**src/rtl/difftest_irp_event_gen.sv**
```systemverilog
// Interrupt-pending event producer for the difftest sink: snapshots the pending wires,
// queues changed snapshots and releases one per retire cycle, coalescing on overflow.
module difftest_irp_event_gen #(
  parameter int unsigned DEPTH = 4,
  parameter int unsigned CNT_W = 16
) (
  input  logic             clock,
  input  logic             reset,
  input  logic [9:0]       in_irp,
  input  logic [7:0]       in_coreid,
  input  logic             commit_valid,
  input  logic             force_report,
  output logic             out_enable,
  output logic             out_valid,
  output logic [9:0]       out_irp,
  output logic [7:0]       out_coreid,
  output logic [CNT_W-1:0] drop_count,
  output logic             fifo_empty
);

  localparam int unsigned IRP_W = 10;
  localparam int unsigned ID_W  = 8;
  localparam int unsigned PTR_W = $clog2(DEPTH);
  localparam int unsigned OCC_W = PTR_W + 1;
  localparam logic [OCC_W-1:0] OCC_FULL = OCC_W'(DEPTH);

  logic [IRP_W-1:0] sample_q;
  logic             force_q;
  logic [IRP_W-1:0] last_q, last_d;
  logic [IRP_W-1:0] mem_q [DEPTH];
  logic [IRP_W-1:0] mem_d [DEPTH];
  logic [PTR_W-1:0] head_q, head_d;
  logic [PTR_W-1:0] tail_q, tail_d;
  logic [OCC_W-1:0] occ_q, occ_d;
  logic [CNT_W-1:0] drop_q, drop_d;
  logic             out_en_q, out_en_d;
  logic [IRP_W-1:0] out_irp_q, out_irp_d;
  logic [ID_W-1:0]  coreid_q;
  logic             empty_q, empty_d;

  logic push_c;
  logic pop_c;
  logic full_c;
  logic empty_c;
  logic write_c;

  // Queue control: change detection, pop on retire, coalesce into newest entry when full
  always_comb begin
    last_d    = last_q;
    mem_d     = mem_q;
    head_d    = head_q;
    tail_d    = tail_q;
    occ_d     = occ_q;
    drop_d    = drop_q;
    out_irp_d = out_irp_q;

    empty_c = (occ_q == '0);
    full_c  = (occ_q == OCC_FULL);
    push_c  = (sample_q != last_q) | force_q;
    pop_c   = commit_valid & ~empty_c;
    write_c = push_c & (~full_c | pop_c);
    out_en_d = pop_c;

    if (push_c) begin
      last_d = sample_q;
    end

    if (pop_c) begin
      out_irp_d = mem_q[head_q];
      head_d    = head_q + PTR_W'(1);
    end

    if (write_c) begin
      mem_d[tail_q] = sample_q;
      tail_d        = tail_q + PTR_W'(1);
    end else if (push_c) begin
      // Full and nothing leaving: the newest entry absorbs the snapshot, loss is counted
      mem_d[tail_q - PTR_W'(1)] = sample_q;
      if (drop_q != '1) begin
        drop_d = drop_q + CNT_W'(1);
      end
    end

    if (write_c && !pop_c) begin
      occ_d = occ_q + OCC_W'(1);
    end else if (pop_c && !write_c) begin
      occ_d = occ_q - OCC_W'(1);
    end

    empty_d = (occ_d == '0);
  end

  always_ff @(posedge clock or negedge reset) begin
    if (!reset) begin
      sample_q  <= '0;
      force_q   <= 1'b0;
      last_q    <= '0;
      for (int i = 0; i < int'(DEPTH); i++) begin
        mem_q[i] <= '0;
      end
      head_q    <= '0;
      tail_q    <= '0;
      occ_q     <= '0;
      drop_q    <= '0;
      out_en_q  <= 1'b0;
      out_irp_q <= '0;
      coreid_q  <= '0;
      empty_q   <= 1'b1;
    end else begin
      sample_q  <= in_irp;
      force_q   <= force_report;
      last_q    <= last_d;
      mem_q     <= mem_d;
      head_q    <= head_d;
      tail_q    <= tail_d;
      occ_q     <= occ_d;
      drop_q    <= drop_d;
      out_en_q  <= out_en_d;
      out_irp_q <= out_irp_d;
      coreid_q  <= in_coreid;
      empty_q   <= empty_d;
    end
  end

  assign out_enable = out_en_q;
  assign out_valid  = out_en_q;
  assign out_irp    = out_irp_q;
  assign out_coreid = coreid_q;
  assign drop_count = drop_q;
  assign fifo_empty = empty_q;

endmodule

```
**config.mk**
```make
export PLATFORM = sky130hd
export DESIGN_NAME = difftest_irp_event_gen
export DESIGN_NICKNAME = d
export VERILOG_FILES = /design/src/rtl/difftest_irp_event_gen.sv
export SDC_FILE = /design/constraint.sdc
export NUM_CORES = 1
export LEC_CHECK = 0
export CORE_MARGIN = 2
export CORE_UTILIZATION = 55
export CTS_BUF_LIST = sky130_fd_sc_hd__clkbuf_2
export DETAILED_ROUTE_END_ITERATION = 12
export MAX_ROUTING_LAYER = met4
export PLACE_DENSITY = 0.79
export RECOVER_POWER = 100
export SLEW_MARGIN = 20
export SYNTH_ARGS = -nofsm -noshare
export SYNTH_HDL_FRONTEND = slang
export SYNTH_SLANG_ARGS = --single-unit
```
**constraint.sdc**
```tcl
create_clock -name clock -period 4 [get_ports clock]
set_clock_uncertainty 0.05 [all_clocks]
set_input_delay 0.8 -clock clock [delete_from_list [all_inputs] [get_ports clock]]
set_output_delay 0.8 -clock clock [all_outputs]
set_load 0.01 [all_outputs]
```
==> impl_summary.log <==
INFO  metric vdd_ir_drop_max = 0.000377 V
INFO  metric syn_to_final_growth = 13.5%
INFO  metric rr_worst_depth = 7
INFO  metric slew_limit_fails = between 70 and 80
INFO  metric worst_path_fanout_max = 10
INFO  metric dr.first_iter.drc_count = approximately 130
INFO  metric grt_antenna_before_repair = 0
INFO  metric timing.critical_path.to_type = register
INFO  metric grt_usage = 0.208
INFO  metric post_cts.repair.setup_buffers = 0
INFO  metric grt_start_max_net_pins = a little under 80
INFO  metric route.detailed.wl_per_inst = 16.4 um
INFO  metric final_period_utilization = 0.769
INFO  metric netlist-cell-type-count = slightly above 40
INFO  metric violations = max-capacitance violations, max-slew violations
INFO  metric route.antenna.remaining_nets = 0
INFO  metric number_of_stages_on_the_worst_hold_path = 0
INFO  metric critical_path.reg2reg.startpoint = occ_q[0]$_DFF_PN0_
INFO  metric power-per-cell-area = 667 nW/um2
INFO  metric synth_top_cells_by_area = sky130_fd_sc_hd__dfrtp_1 (56%), sky130_fd_sc_hd__mux2_4 (13%), sky130_fd_sc_hd__mux4_2 (4.9%), sky130_fd_sc_hd__nand2_1 (3.9%), sky130_fd_sc_hd__xnor2_1 (3.6%)
INFO  metric insertion_delay = between 0.5 and 0.6 ns
INFO  metric synthDominantCellAreaShare = 0.559
INFO  metric cts_tree = built
INFO  metric clockBufferDepth = 2
INFO  metric timing.fmax = approximately 320 MHz
INFO  metric yosys_warnings = 0
INFO  metric gp_congestion = between 0.9 and 1
INFO  metric report.final.hold_viol_count = 0
INFO  metric crit-reg2reg-capture = mem_q[24]$_DFFE_PN0P_
INFO  metric detailedPlacementHpwl = between 5 and 6 mm
INFO  metric core.rowCount = 33
INFO  metric p_total = 3490 uW
INFO  metric syn-instance-count = 333
INFO  metric dr_total_vias = between 2000 and 3000
INFO  metric post-route-drc-count = 0
INFO  metric postSynthNetCount = around 370
INFO  metric grt_first_pass_wirelength = between 10 and 15 mm
INFO  metric fin_crit = slightly above 3 ns
INFO  metric netlist_area = around 4600 um2
INFO  metric final_stage_net_count = 419
INFO  metric tritoncts_num_sinks = roughly 100
INFO  metric place.port_buffers = 58
INFO  metric yosysTopAreaCell = sky130_fd_sc_hd__dfrtp_1
INFO  metric wl = just over 8 mm
INFO  metric synth_seq_cells = around 100
INFO  metric pre_cts_ws = between 1 and 1.5 ns
INFO  metric start_util = 0.564
INFO  metric min_delay_worst_endpoint = last_q[0]$_DFFE_PN0P_
INFO  metric dieWidth = 95.5 um
INFO  metric cts_buffers = 9
INFO  metric reg2reg_slack = between 0.9 and 1 ns
INFO  metric crit_type = reg2reg
INFO  metric worst_ep_arrival_time = around 3.5 ns
INFO  metric fp.coreArea = 8180 um2
INFO  metric yosys_most_used_dff = sky130_fd_sc_hd__dfrtp_1
INFO  metric clk_transition_reported_paths = about 0.32 ns
INFO  metric p_leak = about 0.0023 uW
INFO  metric outcome = finished, violations left
INFO  metric grt_pass1_vias = between 2000 and 3000
INFO  metric setup-violations-final = 0
INFO  metric synthArstFlopShare = 1.00
INFO  metric num_io_pins = ~60
INFO  metric postcts_resize_cnt = 0
INFO  metric die_h = 95.5 um
INFO  metric fraction_of_the_yosys_area_taken_by_sequential_cells = 0.565
INFO  metric detail_route.vias_per_cell = approximately 5.4
INFO  metric num_antenna_cells = 0
INFO  metric grt_setup_unrepaired = no
INFO  metric critPathLaunchType = register
INFO  metric timing.max_slew.rel_slack = -0.187
INFO  metric grt_overflow_total = 0
INFO  metric drv.max_cap_violation_count = 1
INFO  metric cp_data_required_time = approximately 4.4 ns
INFO  metric hold_start = sample_q[0]$_DFF_PN0_
INFO  metric h-tree-depth = 3
INFO  metric hold_class = reg2reg
INFO  metric clk_root_buffer_cell = sky130_fd_sc_hd__clkbuf_2
INFO  metric worstMarginPinSlew = around 1.8 ns
INFO  metric cts_hold_buffers = 0
INFO  metric synth_edf_count = 0
INFO  metric firstDrtPassIters = 4
INFO  metric die_area = about 9000 um2
INFO  metric postSynthAreaPerCell = between 10 and 15 um2
INFO  metric worst_slack = 0.923 ns
INFO  metric setup-tns-final = 0 ns
INFO  metric post_route_cells_drive_above_1_share = 0.166
[sequential cells by signal (all words and copies together), names as in the netlist, 3 cells and up]
name        flops
mem_q          40
last_q         10
occ_q           3
drop_count     16
out_coreid      8
out_irp        10
sample_q       10
[Yosys cell counts, types with 2 or more instances]
| cell type | n |
|---|---|
| sky130_fd_sc_hd__dfrtp_1 | 103 |
| sky130_fd_sc_hd__nand2_1 | 48 |
| sky130_fd_sc_hd__mux2_4 | 40 |
| sky130_fd_sc_hd__xnor2_1 | 19 |
| sky130_fd_sc_hd__clkbuf_1 | 13 |
| sky130_fd_sc_hd__ha_1 | 10 |
| sky130_fd_sc_hd__mux4_2 | 10 |
| sky130_fd_sc_hd__nand3_1 | 10 |
| sky130_fd_sc_hd__xor2_1 | 10 |
| sky130_fd_sc_hd__inv_1 | 9 |
| sky130_fd_sc_hd__nand4_1 | 9 |
| sky130_fd_sc_hd__a21oi_4 | 4 |
| sky130_fd_sc_hd__a31oi_1 | 4 |
| sky130_fd_sc_hd__nor2_1 | 4 |
| sky130_fd_sc_hd__and3_1 | 3 |
| sky130_fd_sc_hd__nor3_1 | 3 |
| sky130_fd_sc_hd__o21ai_0 | 3 |
| sky130_fd_sc_hd__a21oi_1 | 2 |
| sky130_fd_sc_hd__and2_1 | 2 |
| sky130_fd_sc_hd__and4_1 | 2 |
| sky130_fd_sc_hd__buf_2 | 2 |
| sky130_fd_sc_hd__mux2_2 | 2 |
| sky130_fd_sc_hd__nand2b_1 | 2 |
| sky130_fd_sc_hd__nor4_4 | 2 |
[cell type report]
cell class / count / area (um2)
Multi-Input combinational cell: 202 / 1760
Sequential cell: 104 / 2600
Tap cell: 105 / 131
Inverter: 9 / 33.8
Clock buffer: 9 / 45.0
Clock inverter: 7 / 66.3
Fill cell: 616 / 2950
Timing Repair Buffer: 61 / 587
[kinds of logic (layout without fill, tap and decap cells)]
| kind of cell | Yosys count | in the layout | synth area share |
|---|---|---|---|
| and+or+nand+nor | 89 | 89 | 0.0983 |
| AOI/OAI and AO/OA | 22 | 22 | 0.0437 |
| DFF | 104 | 104 | 0.565 |
| muxes | 52 | 52 | 0.184 |
| xor gates and xnor gates | 29 | 29 | 0.0551 |
| buffers and inverters | 27 | 86 | 0.0263 |
| adders and majority gates | 10 | 10 | 0.0272 |
[worst max-delay path, cell delays in order, from the launching register on]
cell and delay (ns):
sky130_fd_sc_hd__dfrtp_1 0.50, sky130_fd_sc_hd__inv_1 0.12, sky130_fd_sc_hd__ha_1 0.26, sky130_fd_sc_hd__nand3b_1 0.25
sky130_fd_sc_hd__inv_1 0.22, sky130_fd_sc_hd__nand2_1 0.08, sky130_fd_sc_hd__a21oi_1 1.08, sky130_fd_sc_hd__mux2_2 0.43
[layout by cell type (no fill, tap or decap), types with 13 or more instances in the layout]
master,netlist,final
sky130_fd_sc_hd__dfrtp_1,103,103
sky130_fd_sc_hd__dlygate4sd3_1,1,56
sky130_fd_sc_hd__nand2_1,48,48
sky130_fd_sc_hd__xnor2_1,19,19
sky130_fd_sc_hd__mux2_4,40,19
sky130_fd_sc_hd__mux2_2,2,13
[per-layer routing]
metal	GRT usage	wire length, um	vias up	part of all wire
li1	-	-	1258	-
met1	0.283	3810	1355	0.47
met2	0.324	3870	63	0.48
met3	0.0300	314	11	0.039
met4	0.0738	136	0	0.017
met5	-	0	-	0
[where the power goes]
| part | switching, uW | leakage (uW) | internal (uW) | total, uW |
|---|---|---|---|---|
| clock network | 375 | 0.0000717 | 104 | 479 |
| registers | 278 | 0.00125 | 1390 | 1670 |
| logic | 548 | 0.00101 | 793 | 1340 |
| total | 1200 | 0.00233 | 2290 | 3490 |
[worst max-delay path by stage]
| stage | start | to |
|---|---|---|
| 2_1_floorplan | commit_valid | mem_q[0]$_DFFE_PN0P_ |
| 3_3_place_gp | commit_valid | mem_q[16]$_DFFE_PN0P_ |
| 3_5_place_dp | commit_valid | mem_q[15]$_DFFE_PN0P_ |
| 4_1_cts | sample_q[0]$_DFF_PN0_ | mem_q[15]$_DFFE_PN0P_ |
| 5_1_grt | occ_q[1]$_DFF_PN0_ | fifo_empty$_DFF_PN1_ |
| 6_report | occ_q[0]$_DFF_PN0_ | mem_q[24]$_DFFE_PN0P_ |
[metrics by stage]
stage	util	cells	hold WS (ns)	cell area, um2
2_1_floorplan	-	333	0.426	4610
3_3_place_gp	0.642	481	0.412	5250
3_5_place_dp	0.642	481	0.413	5250
4_1_cts	0.656	497	0.249	5360
5_1_grt	0.640	497	0.450	5230
6_report	0.640	497	0.460	5230
Note: power is estimated with default switching activity, not from simulation.
